$ cat src/rtl/s2p_pkg.sv
// Shared types and constants for the s2p_frame serial-to-parallel block.
// S_PAR is only present when S2P_PARITY_EN is defined.
package s2p_pkg;

   typedef enum logic [1:0] {
      S_IDLE  = 2'd0,
      S_SHIFT = 2'd1
`ifdef S2P_PARITY_EN
      , S_PAR = 2'd2
`endif
   } s2p_state_t;

   localparam logic S2P_LSB_FIRST = 1'b0;
   localparam logic S2P_MSB_FIRST = 1'b1;

endpackage

$ cat src/rtl/s2p_out_reg.sv
// One-entry valid/ready holding register; a new word arriving while the
// entry is full and not being consumed is dropped and flagged.
module s2p_out_reg #(
   parameter int W = 9
) (
   input  logic         clk,
   input  logic         rst_n,
   input  logic [W-1:0] in_data,
   input  logic         in_valid,
   output logic         in_drop,
   output logic [W-1:0] out_data,
   output logic         out_valid,
   input  logic         out_ready
);

   logic xfer;

   assign xfer    = out_valid & out_ready;
   assign in_drop = in_valid & out_valid & ~out_ready;

   always_ff @(posedge clk) begin
      if (!rst_n) begin
         out_data  <= '0;
         out_valid <= 1'b0;
      end else if (in_valid && (!out_valid || xfer)) begin
         out_data  <= in_data;
         out_valid <= 1'b1;
      end else if (xfer) begin
         out_valid <= 1'b0;
      end
   end

endmodule

$ cat src/rtl/s2p_frame.sv
// Serial-to-parallel framer with selectable bit order and sticky overrun.
// Define S2P_PARITY_EN to append and check one even-parity bit per word.
module s2p_frame
   import s2p_pkg::*;
#(
   parameter int W = 8
) (
   input  logic         clk,
   input  logic         rst_n,
   input  logic         start,
   input  logic         sin,
   input  logic         msb_first,
   output logic [W-1:0] pout,
   output logic         pout_valid,
   input  logic         pout_ready,
   output logic         busy,
   output logic         overrun,
   output logic         par_err
);

   localparam int CW = $clog2(W);

   s2p_state_t   state;
   logic [CW-1:0] cnt;
   logic [W-1:0]  shreg;
   logic [W-1:0]  shifted;
   logic          order;
   logic          last_bit;
   logic          word_valid;
   logic          word_par;
   logic [W-1:0]  word_data;
   logic          drop;
   logic [W:0]    out_data;

   // cnt holds the index of the last bit taken, so the bit W-1 edge sees W-2
   assign last_bit = (cnt == CW'(W - 2));

   // On a start edge the freshly presented bit order applies to bit 0
   always_comb begin
      if ((start ? msb_first : order) == S2P_MSB_FIRST)
         shifted = {shreg[W-2:0], sin};
      else
         shifted = {sin, shreg[W-1:1]};
   end

   always_comb begin
      word_valid = 1'b0;
      word_par   = 1'b0;
      word_data  = shifted;
      if (!start) begin
         case (state)
`ifdef S2P_PARITY_EN
            S_PAR: begin
               word_valid = 1'b1;
               word_data  = shreg;
               word_par   = (^shreg) ^ sin;
            end
`else
            S_SHIFT: word_valid = last_bit;
`endif
            default: ;
         endcase
      end
   end

   always_ff @(posedge clk) begin
      if (!rst_n) begin
         state   <= S_IDLE;
         cnt     <= '0;
         shreg   <= '0;
         order   <= S2P_LSB_FIRST;
         overrun <= 1'b0;
      end else begin
         if (drop)
            overrun <= 1'b1;
         if (start) begin
            state <= S_SHIFT;
            cnt   <= '0;
            order <= msb_first;
            shreg <= shifted;
         end else begin
            case (state)
               S_SHIFT: begin
                  shreg <= shifted;
                  cnt   <= cnt + CW'(1);
                  if (last_bit) begin
`ifdef S2P_PARITY_EN
                     state <= S_PAR;
`else
                     state <= S_IDLE;
`endif
                  end
               end
`ifdef S2P_PARITY_EN
               S_PAR: state <= S_IDLE;
`endif
               default: ;
            endcase
         end
      end
   end

   assign busy = (state != S_IDLE);

   s2p_out_reg #(
      .W(W + 1)
   ) u_out (
      .clk       (clk),
      .rst_n     (rst_n),
      .in_data   ({word_par, word_data}),
      .in_valid  (word_valid),
      .in_drop   (drop),
      .out_data  (out_data),
      .out_valid (pout_valid),
      .out_ready (pout_ready)
   );

   assign pout    = out_data[W-1:0];
   assign par_err = out_data[W];

endmodule

$ cat config.mk
export PLATFORM = sky130hd
export DESIGN_NAME = s2p_frame
export DESIGN_NICKNAME = d
export VERILOG_FILES = /design/src/rtl/s2p_pkg.sv /design/src/rtl/s2p_out_reg.sv /design/src/rtl/s2p_frame.sv
export SDC_FILE = /design/constraint.sdc
export NUM_CORES = 1
export LEC_CHECK = 0
export BUFFER_PORTS_ARGS = -buffer_cell sky130_fd_sc_hd__buf_2
export CAP_MARGIN = 10
export CORE_MARGIN = 5
export CORE_UTILIZATION = 45
export CTS_BUF_LIST = sky130_fd_sc_hd__clkbuf_8
export CTS_CLUSTER_SIZE = 25
export DETAILED_ROUTE_END_ITERATION = 10
export HOLD_SLACK_MARGIN = 0.02
export PLACE_DENSITY = 0.7
export SLEW_MARGIN = 30
export SYNTH_ARGS = -nofsm -noshare
export SYNTH_HDL_FRONTEND = slang
export SYNTH_SLANG_ARGS = --single-unit
$ cat constraint.sdc
create_clock -name clk -period 1.4 [get_ports clk]
set_input_delay 0.14 -clock clk [delete_from_list [all_inputs] [get_ports clk]]
set_output_delay 0.14 -clock clk [all_outputs]
set_load 0.03 [all_outputs]
* Word-level counts from Yosys, hierarchy flattened
Cells that the tools add are included.
** Word-level totals
- Output and inout bits :: 12
- Input bits :: 6
- Register bits :: 23
- Word-level logic and storage cells :: 33
** Cells by class
- Equality and inequality tests :: 1
- Mux-type cells :: 11
- Reductions and logical operators :: 8
- Bitwise logic cells :: 5
- Add/subtract/negate cells :: 1
** Operators with widths (number)
- two-way mux 8 bit :: 3
- two-way mux 1 bit :: 8
- nonzero test 2 bit :: 3
- adder 3 x 1 -> 3 bit (second input constant) :: 1
- AND 1 bit :: 3
- equality test 3 bit (second input constant) :: 1
- NOT 1 bit :: 2
- AND reduction 2 bit :: 1
- OR reduction 2 bit :: 1
- logical AND 1 bit :: 1
- logical NOT 1 bit :: 1
- logical OR 1 bit :: 1

* Depth between registers and ports, before layout
Gate-level depths: netlist of run 1.
- Depth after elaboration :: 5
- Mapped depth :: 7
- Depth with buffers taken out :: 5

* Cells and area by module
From an unflattened synthesis of run 1, not the netlist that was laid out.
** Second synthesis, totals
- Cell total of the unflattened synthesis :: 130
- Area total of the unflattened synthesis :: 1260.0 um^2
** Modules (own cells, without submodules)
- s2p_frame :: area each 838.3 um^2, instances 1, sequential area each 280.3 um^2, cells each 86
- s2p_out_reg :: area each 421.7 um^2, instances 1, sequential area each 200.2 um^2, cells each 44

* Least setup slack after synthesis of run 1
Ideal clock, no wire load.
- Path type :: register to register
- Start point :: register cnt[0]
- End point :: register u_out.out_data[0]
- Arrival :: 1.325 ns
- Required time :: 1.321 ns
- Setup time :: 0.079 ns
- Clock period less this slack :: 1.405 ns
- Slack :: -0.005 ns
- Buffers on the path :: 2
- Stages on the path, launching flop included :: 8
- Cells stage by stage :: dfxtp_1 > inv_1 > ha_1 > and4b_1 > buf_6 > and2_4 > buf_6 > a211oi_2
** On the way
- Word-level cells in the longest chain between the ends :: 4
** Ends and longest elaborated chain
- start, declared :: RTL line s2p_frame.sv:24 : logic [CW-1:0] cnt;
- start signal, assigned :: RTL line s2p_frame.sv:85 : cnt <= cnt + CW'(1);
- equality test 3 bit :: RTL line s2p_frame.sv:36 : assign last_bit = (cnt == CW'(W - 2));
- two-way mux 1 bit :: RTL line s2p_frame.sv:51 : case (state)
- two-way mux 1 bit :: RTL line s2p_frame.sv:50 : if (!start) begin
- logical AND 1 bit :: RTL line s2p_out_reg.sv:25 : end else if (in_valid && (!out_valid || xfer)) begin
- end signal, assigned :: RTL line s2p_out_reg.sv:26 : out_data <= in_data;
- end, declared :: RTL line s2p_out_reg.sv:11 : output logic [W-1:0] out_data,
Every way passes these cells.
A chain may end at the register's enable or synchronous reset.

* Worst setup path in the final report of run 1
- Start point :: register cnt[0]
- End point :: register u_out.out_data[6]
Same word-level chain as after synthesis.

==> out/qor.csv, run 1 <==
stage;metric;value;unit
grt;grt_usage;0.119;
synth;syn_avg_cell_area;10.1;sq um
detailed_routing;routedWlPerCell;12.9;um
synth;ys_top_cells_by_area;dfxtp_1 48%, a21oi_1 8.9%, mux2i_1 8.4%;
floorplanning;core.rowCount;16;
detailed_routing;highest_layer;met4;
timing;fin_setup_tns;0;ns
synth;synth_cell_types;26;
timing;hold_viol;0;
floorplanning;die_x;56.0;um
power_and_ir_drop;seq_power_share;0.571;
grt;antenna_found_initial;0;
setup_path;worstPathMaxFanout;8;
power_and_ir_drop;p_leak;0.480;nW
setup_path;criticalPathCategory;reg -> reg;
power_and_ir_drop;power_frac_comb;0.108;
detailed_routing;m1WireLength;916;um
detailed_routing;routed_wl;1790;um
synth;syn-cell-area;953;sq um
floorplanning;die-area;3140;sq um
final_layout;area_growth;18.0;%
setup_path;crit_chain;inv_1 > ha_1 > and4b_2 > and2_4 > a211oi_2;
detailed_routing;wl_met2;794;um
final_layout;diodes;0;
cts;clock_latency;0.25;ns
floorplanning;core-area;1980;sq um
timing;setup_viol;0;
synth;synth_top_area_frac;0.483;
cts;clk_path_buf_depth;2;
power_and_ir_drop;swShare;0.236;
floorplanning;initial_utilization;0.481;
final_layout;final_cell_mix;22 x dfxtp_1, 17 x a21oi_1, 16 x buf_2;
cts;h-tree-depth;1;
cts;cts_tree;built;
timing;period_minus_slack;1.33;ns
synth;yosys_warnings;0;
detailed_routing;drc;0;
floorplanning;ios;18;
timing;drv_slew;0;
setup_path;cp.buffers_inverters;1;
grt;grt_max_degree;18;
setup_path;path_delay_family;simple AND/OR/NAND/NOR gates;
detailed_routing;ant_nets;0;
setup_path;rr_worst_depth;5;
detailed_routing;met3_length;75;um
grt;grt_remaining_overflow;0;
cts;clk_pin_slew_worst_paths;0.08;ns
flow_run;drv_cap;0;
synth;yosysTopAreaCell;dfxtp_1;
grt;grt_pass1_vias;689;
worst_hold_path;min_delay_path_depth;2;
placement;dp_hpwl;1330;um
power_and_ir_drop;p_sw;0.000288;W
placement;port-buffer-count;16;
final_layout;final_common_cell;dfxtp_1;
timing;holdWs;0.200;ns
synth;syn_inst;94;
power_and_ir_drop;p_clk_frac;0.321;
synth;ys_ff_latch;23;
final_layout;design_area;1120;sq um
detailed_routing;drtIter0Drc;7;
timing;period_share;0.952;
setup_path;crit_path_end_kind;register;
final_layout;drive_gt1_frac;0.304;
power_and_ir_drop;vdd.ir_drop.worst;560;uV
setup_path;slowest_stage;dfxtp_2;
power_and_ir_drop;p_int;0.000932;W
detailed_routing;drtPass1Iterations;4;
cts;ctsRootBufferMaster;clkbuf_8;
cts;clock_sinks;23;
timing;max_freq;0.751;GHz
timing;rsz0062_at_grt;true;
cts;ctsHoldBuffers;0;
placement;dpl_cell_area;1040;sq um
power_and_ir_drop;power.density;1080;nW/um^2
setup_path;start_kind;register;
setup_path;cp.arrival;1.51;ns
floorplanning;die_h;56.0;um
placement;gp_congestion;0.749;
synth;synth_nets;102;
final_layout;utilization;0.568;
setup_path;cp.required;1.58;ns
grt;grt_pass1_wl;3050;um
status;status;complete, no violations;
detailed_routing;vias;701;
timing;skew;0.00144;ns
setup_path;path_depth;5;
synth;ys_seq_area_frac;0.483;
placement;place_worst_setup_slack;0.0309;ns
cts;numCtsBuffers;3;
setup_path;cpPeakStageDelay;0.34;ns
final_layout;nNetsFinal;121;
detailed_routing;viasPerCell;5.04;
worst_hold_path;hold_path.class;in -> reg;
timing;setup_ws;0.0677;ns
-- power by group through the flow --
| stage | clock, W | sequential [W] | combinational (W) |
|---|---|---|---|
| floorplan | 0 | 0.000714 | 0.0000873 |
| global placement | 0 | 0.000712 | 0.000122 |
| detailed placement | 0 | 0.000712 | 0.000123 |
| CTS | 0.000409 | 0.000697 | 0.000124 |
| global route | 0.000433 | 0.000700 | 0.000149 |
| finish | 0.000391 | 0.000697 | 0.000132 |
-- final timing paths --
check          start                end  slack, ns
max reg2reg   cnt[0]  u_out.out_data[6]       0.07
min reg2reg  overrun            overrun       0.47
min            rst_n            overrun       0.20
max           cnt[0]  u_out.out_data[6]       0.07
-- state kept, by name, summed over array words and instances, names as in the netlist --
name / flops
cnt: 3
state: 1
order: 1
overrun: 1
u_out.out_data: 8
shreg: 8
u_out.out_valid: 1
-- area by class of cell --
type / count / area (sq um)
tap: 27 / 33.8
sequential: 23 / 462
clock inverter: 1 / 5.00
inverter: 2 / 7.51
fill: 172 / 857
timing repair buffer: 20 / 110
clock buffer: 3 / 41.3
multi-input combinational: 63 / 465
-- per-layer routing --
layer  up-vias  GRT usage
met5         -          0
met4         0     0.0407
met3         2     0.0348
met2         9      0.185
met1       316      0.156
li1        374          -
-- synthesized netlist by cell type --
library cell,n
o21ai_1,1
o21a_1,1
xor2_1,1
mux2i_4,1
a211oi_2,3
nor2_1,5
clkbuf_1,3
conb_1,1
buf_4,1
a211oi_1,6
xnor2_1,1
and3_1,1
and2_4,1
buf_6,2
dfxtp_1,23
o21ai_0,7
nand4b_1,1
nand2b_1,2
mux2i_1,8
ha_1,2
buf_2,1
a21oi_1,17
or2_1,1
inv_1,2
nand2_1,1
and4b_1,1
-- cells by family after synthesis --
kind of cell               after synthesis  share of synthesized area
buffers and inverters                    9                     0.0564
and+or+nand+nor                         13                     0.0787
xor gates and xnor gates                 2                     0.0184
AOI/OAI and AO/OA                       35                      0.226
other                                    1                    0.00393
adders and majority gates                2                     0.0262
DFF                                     23                      0.483
muxes                                    9                      0.108
-- repair_timing --
action | in CTS | in global routing
buffers inserted | 0 | 2
endpoints found under the setup margin | 0 | 8
resized for setup | 0 | 4
-- stage by stage --
stage | cells | power, W
final | 139 | 0.00122
after CTS | 136 | 0.00123
after detailed placement | 132 | 0.000836
after global placement | 132 | 0.000833
after floorplan | 94 | 0.000802
after global routing | 139 | 0.00128
No activity file was read; power rests on OpenSTA's default activity.
==> run 2: changes to the inputs <==
--- a/config.mk
+++ b/config.mk
@@ -5,6 +5,7 @@
 export SDC_FILE = /design/constraint.sdc
 export NUM_CORES = 1
 export LEC_CHECK = 0
+export ABC_AREA = 1
 export BUFFER_PORTS_ARGS = -buffer_cell sky130_fd_sc_hd__buf_2
 export CAP_MARGIN = 10
 export CORE_MARGIN = 5
@@ -13,7 +14,7 @@
 export CTS_CLUSTER_SIZE = 25
 export DETAILED_ROUTE_END_ITERATION = 10
 export HOLD_SLACK_MARGIN = 0.02
-export PLACE_DENSITY = 0.7
+export PLACE_DENSITY = 0.66
 export SLEW_MARGIN = 30
 export SYNTH_ARGS = -nofsm -noshare
 export SYNTH_HDL_FRONTEND = slang
==> constraint.sdc (replaced) <==
create_clock -name clk -period 1.6 [get_ports clk]
set_input_delay 0.16 -clock clk [delete_from_list [all_inputs] [get_ports clk]]
set_output_delay 0.16 -clock clk [all_outputs]
set_load 0.03 [all_outputs]
==> out/qor.csv, run 2 <==
stage;metric;value;unit;change
worst_hold_path;min_from;pout_ready;;
power_and_ir_drop;swShare;0.265;;+0.0290
setup_path;slowest_stage;dfxtp_1;;
setup_path;r2r_end;shreg[1];;
synth;syn-cell-area;1120;sq um;+18%
power_and_ir_drop;p_leak;0.705;nW;+47%
detailed_routing;vias;992;;+42%
floorplanning;core.rowCount;18;;+2
final_layout;drive_gt1_frac;0.131;;-0.172
detailed_routing;drc;0;;unchanged
cts;clk_pin_slew_worst_paths;0.08;ns;about the same
setup_path;crit_chain;nor2_1 > inv_1 > nand3_1 > nand2_1 > inv_1;;
synth;synth_ff_type;dfxtp_1;;
synth;syn_avg_cell_area;6.68;sq um;-34%
placement;gp_congestion;0.822;;+9.7%
power_and_ir_drop;seq_power_share;0.553;;-0.018
power_and_ir_drop;power_frac_comb;0.124;;+0.016
timing;drv_slew;0;;unchanged
cts;ctsHoldBuffers;0;;unchanged
cts;clk_path_buf_depth;2;;unchanged
timing;holdWs;0.184;ns;-0.0168 ns
timing;setup_viol;0;;unchanged
final_layout;area_growth;10.7;%;
power_and_ir_drop;power.density;892;nW/um^2;-18%
timing;period_share;0.794;;-0.158
final_layout;final_common_cell;nand2_1;;
power_and_ir_drop;p_clk_frac;0.322;;about the same
floorplanning;initial_utilization;0.461;;-0.0196
synth;synth_cell_types;19;;-27%
setup_path;worst-r2r-setup-slack;0.33;ns;+0.26 ns
floorplanning;die-area;3590;sq um;+14%
synth;ys_top_cells_by_count;40 x nand2_1, 34 x nor2_1, 25 x inv_1, 25 x nand3_1, 23 x dfxtp_1;;
synth;syn_inst;168;;+79%
grt;grt_max_degree;18;;unchanged
synth;ys_ff_latch;23;;unchanged
final_layout;diodes;0;;unchanged
synth;synth-edff-count;0;;unchanged
floorplanning;die_h;59.9;um;+7.0%
worst_hold_path;min_delay_path_depth;4;;+2
synth;ys_seq_area_frac;0.410;;-0.0727
timing;rsz0062_at_grt;false;;
cts;post_cts_resized;0;;unchanged
timing;fin_setup_tns;0;ns;unchanged
floorplanning;core-area;2430;sq um;+23%
setup_path;cp.arrival;1.44;ns;-0.07 ns
setup_path;worstPathMaxFanout;16;;+8
worst_hold_path;min_to;overrun;;
timing;skew;0.00181;ns;+0.000371 ns
timing;max_freq;0.788;GHz;+4.9%
cts;postCtsSetupBuffers;0;;unchanged
final_layout;final_cell_mix;40 x nand2_1, 34 x nor2_1, 25 x inv_1, 25 x nand3_1, 23 x dfxtp_1;;
setup_path;crit_path_end_kind;register;;
final_layout;utilization;0.511;;-0.0567
setup_path;criticalPathCategory;reg -> reg;;
setup_path;reg2reg_from;state[0];;
detailed_routing;ant_nets;0;;unchanged
synth;synth_nets;176;;+73%
setup_path;start_kind;register;;
setup_path;crit_top_cell;inv_1;;
setup_path;cpPeakStageDelay;0.47;ns;+0.13 ns
power_and_ir_drop;p_int;0.000814;W;-13%
flow_run;drv_cap;0;;unchanged
detailed_routing;routed_wl;2170;um;+21%
placement;port-buffer-count;16;;unchanged
grt;grt_pass1_wl;3780;um;+24%
synth;ys_top_cells_by_area;dfxtp_1 41%, nand2_1 13%, nor2_1 11%;;
detailed_routing;drtPass1Iterations;5;;+1
grt;grt_remaining_overflow;0;;unchanged
synth;yosys_warnings;0;;unchanged
synth;yosysTopAreaCell;dfxtp_1;;
timing;period_minus_slack;1.27;ns;-0.0626 ns
power_and_ir_drop;p_sw;0.000294;W;+2.0%
cts;h-tree-depth;1;;unchanged
power_and_ir_drop;vdd.ir_drop.worst;613;uV;+9.4%
cts;numCtsBuffers;3;;unchanged
detailed_routing;drtIter0Drc;39;;+32
grt;grt.met2_usage;0.210;;+0.0246
grt;antenna_found_initial;0;;unchanged
grt;grt_pass1_vias;885;;+28%
setup_path;rr_worst_depth;5;;unchanged
cts;ctsRootBufferMaster;clkbuf_8;;
grt;use_met3;0.0324;;-0.00241
cts;cts_tree;built;;
timing;hold_viol;0;;unchanged
detailed_routing;routedWlPerCell;10.2;um;-21%
floorplanning;die_x;59.9;um;+7.0%
status;status;complete, no violations;;
floorplanning;ios;18;;unchanged
grt;grt_usage;0.139;;+0.0205
detailed_routing;viasPerCell;4.66;;-7.7%
cts;clock_sinks;23;;unchanged
setup_path;critPathLaunch;state[0];;
final_layout;nNetsFinal;192;;+59%
worst_hold_path;hold_path.class;in -> reg;;
placement;dp_hpwl;1610;um;+21%
final_layout;reg_top3;shreg x8, u_out.out_data x8, cnt x3;;
synth;yosysMostFrequentCell;nand2_1;;
grt;top_usage_layer;met2;;
setup_path;cp.required;1.77;ns;+0.19 ns
synth;synth_top_area_frac;0.410;;-0.0727
synth;synth-async-reset-ratio;0;;unchanged
grt;use_met1;0.190;;+0.0344
cts;clock_latency;0.26;ns;about the same
final_layout;design_area;1240;sq um;+10%
placement;dpl_cell_area;1200;sq um;+15%
run 2: cell count changes after synthesis, moves of 8 or more:
cell | previous run | this run
a21oi_1 | 17 | 5
inv_1 | 2 | 25
mux2i_1 | 8 | 0
nand2_1 | 1 | 40
nand3_1 | 0 | 25
nor2_1 | 5 | 34
run 2: layer usage:
metal,wire length (um),vias up
li1,-,541
met4,20,0
met3,111,2
met2,935,21
met5,0,-
met1,1100,428
run 2: critical path: cells and delay by family (launching register included):
family	cells	cell delay (ns)
AND/OR/NAND/NOR	3	0.33
flip-flops	1	0.47
buffers and inverters	2	0.38
run 2: worst max path at each step:
| stage | end | slack (ns) | depth (start not counted) |
|---|---|---|---|
| final | shreg[1] | 0.33 | 5 |
| after global routing | shreg[7] | 0.19 | 6 |
| after CTS | u_out.out_data[0] | 0.35 | 8 |
| after detailed placement | shreg[1] | 0.37 | 5 |
| after global placement | u_out.out_data[0] | 0.37 | 7 |
| after floorplan | u_out.out_data[0] | 0.29 | 6 |
run 2: area by class of cell:
class	instances	area, sq um
timing repair buffer	16	80.1
clock buffer	3	41.3
tap	30	37.5
inverter	26	97.6
clock inverter	1	5.00
multi-input combinational	114	520
fill	240	1190
sequential	23	460
run 2: logic make-up after synthesis:
kind of cell / share of synthesized area
simple gates: 0.402
buf+inv: 0.126
flops: 0.410
compound gates: 0.0357
fa+ha+maj: 0.0223
other cells: 0.00334
run 2: power by group through the flow:
stage / registers [W] / logic, W / clock network [W]
final: 0.000613 / 0.000138 / 0.000357
after global routing: 0.000617 / 0.000160 / 0.000390
after CTS: 0.000612 / 0.000138 / 0.000371
after detailed placement: 0.000626 / 0.000137 / 0
after global placement: 0.000625 / 0.000135 / 0
after floorplan: 0.000626 / 0.000109 / 0
run 2: stage by stage:
stage	worst slack, ns	cells	power (W)
after floorplan	0.294	168	0.000735
after global placement	0.374	209	0.000761
after detailed placement	0.368	209	0.000763
after CTS	0.351	213	0.00112
after global routing	0.187	213	0.00117
final	0.330	213	0.00111
